$ cat src/rtl/register_file.sv
// RV32 integer register file: 32 x 32-bit, two async read ports, one write port.
// Optional REGFILE_BYPASS_EN forwards a same-cycle write onto matching read ports.
module register_file (
  input  logic        CLK,
  input  logic        RESET,
  input  logic [4:0]  ADRS1,
  input  logic [4:0]  ADRS2,
  input  logic [4:0]  WB_ADDRESS,
  input  logic        WRITE_ENABLE,
  input  logic [31:0] WRITE_DATA,
  output logic [31:0] DATA_OUT1,
  output logic [31:0] DATA_OUT2
);

  logic [31:0] regs [0:31];
  logic        wr_live;

  // x0 is never written, so it stays zero after the first reset
  assign wr_live = WRITE_ENABLE && !RESET && (WB_ADDRESS != 5'd0);

  // reset clears everything and wins over a simultaneous write
  always_ff @(posedge CLK) begin
    if (RESET) begin
      for (int i = 0; i < 32; i++) begin
        regs[i] <= 32'h0;
      end
    end else if (wr_live) begin
      regs[WB_ADDRESS] <= WRITE_DATA;
    end
  end

  // async reads; x0 forced to zero independent of storage
  always_comb begin
    DATA_OUT1 = (ADRS1 == 5'd0) ? 32'h0 : regs[ADRS1];
    DATA_OUT2 = (ADRS2 == 5'd0) ? 32'h0 : regs[ADRS2];
`ifdef REGFILE_BYPASS_EN
    if (wr_live && (WB_ADDRESS == ADRS1)) begin
      DATA_OUT1 = WRITE_DATA;
    end
    if (wr_live && (WB_ADDRESS == ADRS2)) begin
      DATA_OUT2 = WRITE_DATA;
    end
`endif
  end

endmodule

$ cat config.mk
export PLATFORM = sky130hd
export DESIGN_NAME = register_file
export DESIGN_NICKNAME = d
export VERILOG_FILES = /design/src/rtl/register_file.sv
export SDC_FILE = /design/constraint.sdc
export NUM_CORES = 2
export LEC_CHECK = 0
export CAP_MARGIN = 20
export CELL_PAD_IN_SITES_DETAIL_PLACEMENT = 1
export CELL_PAD_IN_SITES_GLOBAL_PLACEMENT = 2
export CORE_UTILIZATION = 40
export CTS_BUF_LIST = sky130_fd_sc_hd__clkbuf_8 sky130_fd_sc_hd__clkbuf_16
export DETAILED_ROUTE_END_ITERATION = 12
export PLACE_DENSITY = 0.77
export SYNTH_ARGS = -nofsm -noshare
export SYNTH_HDL_FRONTEND = slang
export SYNTH_SLANG_ARGS = --single-unit
export TNS_END_PERCENT = 10
$ cat constraint.sdc
create_clock -name CLK -period 3.1 [get_ports CLK]
set_input_delay 0.62 -clock CLK [delete_from_list [all_inputs] [get_ports CLK]]
set_output_delay 0.62 -clock CLK [all_outputs]
set_load 0.01 [all_outputs]
[Word-level counts from Yosys, hierarchy flattened]
Memory sizes are Yosys's and may differ from the RTL's.
Cells that the tools add are included.
Storage, ports and cells
  register bits after elaboration: 0
  RAM bits: 1024
  memories: 1
  input bits: 50
Memory list
  regs: depth 32, bits a word 32, rd ports 2, clocked after Yosys merged registers in 0, wr ports 32, line 15  | logic [31:0] regs [0:31];
Cells by class
  reduce and logical (&&, ||, !) cells: 7
  mux-type cells: 10
Operators with widths (number)
  32-bit 2-to-1 mux: 3
  32-bit OR reduction: 1
  5-bit zero test: 2
  1-bit 2-to-1 mux: 6
  5-bit 2-to-1 mux: 1
  5-bit nonzero test: 1
  1-bit logical AND: 2
  1-bit zero test: 1

[Longest topological paths before layout]
  word-level depth: 8
  mapped depth: 9
  gate-level depth less buffers: 4

[Worst setup path before layout]
No wires, ideal clock.
  path kind: input -> output
  start point: in ADRS2[0]
  end point: out DATA_OUT2[3]
  slack: 0.190 ns
  required time: 2.480 ns
  cell stages on the path: 7
  path buffers: 4
  arrival: 2.290 ns
  cell sequence: clkbuf_1 buf_6 buf_6 buf_6 mux4_2 a2111oi_0 nor3_1
On the way
  longest elaborated chain between the ends: 2
  elaborated cells between the ends (all ways): 3
  those cells by class: mux: 1; reduce/logical: 1; memory: 1
RTL lines
  start, declared: line 7  | input logic [4:0] ADRS2,
  memory 32 x 32 bit / 5-bit zero test (equally long branches)
  32-bit 2-to-1 mux *: line 35  | DATA_OUT2 = (ADRS2 == 5'd0) ? 32'h0 : regs[ADRS2];
  end, declared: line 12  | output logic [31:0] DATA_OUT2
Every way passes the cells marked *; elsewhere a longest branch is shown, timed or not.

[Final worst setup path]
  start point: in ADRS2[0]
  end point: out DATA_OUT2[7]
The elaborated chain is that of the path after synthesis.

==> reports/metrics.yaml <==
status: "complete, but fails checks"
violations: "negative setup slack"
row_count: 134
gp_congestion: 0.900
critPathLaunch: "ADRS2[0]"
fmax_ghz: 0.297
rsz0062_at_grt: "yes"
synth_area_per_cell_um2: 15.5
antenna_left: 0
io_buffers: 113
tightest_slew_ps: 1010
ys_seq_area_share_pct: 56.7
grt_pass1_vias: 38500
wl_per_cell_um: 35.0
drt_first_pass_iters: 5
fin_nets: 4055
drt_iter0_markers: 4338
swShare_pct: 26.3
max_slew_margin_pct: 32.5
switching_power_mw: 9.39
hold_viol: 0
cts-root-buf: "clkbuf_16"
peakVddDrop_v: 0.000453
die-area_um2: 137000
synth_edf_count: 1024
synth_top_family_by_area: "multiplexers"
synth_compound_area_share_pct: 3.65
die_w_um: 370
power_frac_comb_pct: 15.9
cts.path.max_buffers: 3
synth_cells: 3502
grt_pass1_wl_um: 288000
numCtsBuffers: 114
overflow: 0
min_period_ps: 3370
cts_tree: "built"
yosys-top-cells-count: "edfxtp_1 (1,024), and2_1 (995), mux4_2 (472), clkbuf_1 (270), mux2i_1 (150)"
p_clk_share_pct: 38.0
min_path_type: "in -> reg"
tns_ps: -10630
pin_count: 114
hold_depth: 2
ys_types: 42
ys_ff_latch: 1024
grt_util_all_layers_pct: 29.8
crit_arrival_ps: 2750
clkTransAtPathRegs_ps: 60
ys_top_cells_by_area: "edfxtp_1 (57%), mux4_2 (20%), and2_1 (11%)"
synth_most_common_cell: "edfxtp_1"
critPathCaptureType: "output pin"
synthMuxAreaShare_pct: 23.0
synthAdderAreaFrac_pct: 0
power_mw: 35.7
synth_xor_area_share_pct: 0
die_h_um: 370
setup_violations: 64
power_frac_seq_pct: 46.1
antenna_found_initial: 10
p_leak_nw: 24.6
regMostFlops: "regs"
maxCapViolCount: 0
yosysWarnings: 0
finish.utilization_pct: 51.5
wirelength_um: 205000
core_um2: 134000
synthToLayoutAreaGrowth_pct: 27.3
worstHoldStart: "RESET"
maxSlewViolCount: 0
drcViolationCount: 0
drive_gt1_share_pct: 40.3
yosys.area_share.simple_pct: 13.3
min_period_over_period_pct: 109
p_per_area_nw_per_um2: 517
yosys.area.top_type: "edfxtp_1"
initial_core_util_pct: 40.5
clock_sinks: 1024
reg_top3: "regs (1024)"
largest_reg_flops: 1024
crit_required_ps: 2480
hpwl_um: 133000
final_area_um2: 69000
htreeDepth: 3
worst-setup-path-type: "in -> out"
via_count: 36800
viasPerCell: 6.27
start_kind: "input pin"
synth.top_cell.area_share_pct: 56.7
synth_area_um2: 54200
async_reset_ff_share_pct: 0
grt_max_degree: 33
place_area_um2: 61700
p_int_mw: 26.3
ctsHoldBuffers: 0
holdPathEnd: "regs[0][25]"
ys.flop_type: "edfxtp_1"
worst_slack_ps: -272
cp_max_fo: 7
==> kinds of logic (layout without fill, tap and decap cells) <==
| family | count (synthesis) | count (layout) |
|---|---|---|
| compound gates | 259 | 259 |
| buf+inv | 389 | 950 |
| flops | 1024 | 1024 |
| other cells | 1 | 36 |
| simple gates | 1177 | 1177 |
| mux | 652 | 652 |
==> cell type report <==
type | instances | area, µm²
clock inverters | 91 | 764
well taps | 1768 | 2210
clock buffers | 114 | 2850
inverters | 2 | 7.51
multi-input cells | 2120 | 24000
diodes | 4 | 10.0
repair buffers | 743 | 8380
fillers | 12600 | 64900
flip-flops and latches | 1024 | 30700
==> metal layers <==
metal | vias up | wire (µm) | GRT usage, %
met4 | 12 | 10800 | 14.4
li1 | 14600 | - | -
met3 | 426 | 16900 | 4.97
met2 | 2083 | 97400 | 47.6
met5 | - | 74 | 0
met1 | 19600 | 80000 | 39.7
==> worst max-delay path, stage by stage <==
cell and delay [ps]:
buf_16 150, buf_16 180, buf_16 150, buf_4 190, mux4_2 550, a2111oi_4 550
nor3_4 130, buf_2 170
==> worst max-delay path by stage <==
stage	end	slack [ps]	cells after the start
final	DATA_OUT2[7]	-270	8
after floorplan	DATA_OUT2[3]	190	7
after global routing	DATA_OUT1[30]	-290	10
after detailed placement	DATA_OUT2[7]	-1640	11
after global placement	DATA_OUT2[7]	-1620	11
after CTS	DATA_OUT1[30]	-300	10
==> repair_timing <==
item / 4_1_cts / 5_1_grt
resized for setup: 657 / 65
setup buffers: 112 / 19
pin swaps: 144 / 50
gates cloned: 14 / 0
endpoints found under the setup margin: 64 / 64
==> layout by cell type, fill, tap and decap left out, types with 26 or more instances in the layout <==
| master | n |
|---|---|
| a2111oi_4 | 50 |
| edfxtp_1 | 1024 |
| clkinv_1 | 26 |
| buf_12 | 153 |
| buf_2 | 45 |
| a22o_1 | 36 |
| o22ai_1 | 55 |
| mux2i_1 | 145 |
| clkbuf_16 | 114 |
| mux2_2 | 30 |
| and2_1 | 993 |
| o22ai_2 | 31 |
| clkdlybuf4s50_1 | 38 |
| mux4_2 | 472 |
| conb_1 | 32 |
| or2_2 | 33 |
| nor3_2 | 30 |
| buf_4 | 398 |
| buf_6 | 66 |
==> per-stage QoR <==
| step | setup WS, ps | std cells | hold slack [ps] |
|---|---|---|---|
| global placement | -1620 | 5548 | 1260 |
| global route | -295 | 5862 | 506 |
| CTS | -303 | 5856 | 459 |
| finish | -272 | 5866 | 531 |
| floorplan | 190 | 3533 | 818 |
| detailed placement | -1640 | 5548 | 1240 |
==> power by group through the flow <==
stage | Combinational (mW) | Sequential [mW] | Clock (mW)
after global placement | 4.85 | 16.6 | 0
after detailed placement | 4.91 | 16.7 | 0
after global routing | 5.82 | 16.5 | 14.1
after CTS | 5.55 | 16.4 | 13.6
after floorplan | 2.51 | 16.5 | 0
final | 5.68 | 16.5 | 13.6
Note: power is estimated with default switching activity, not from simulation.
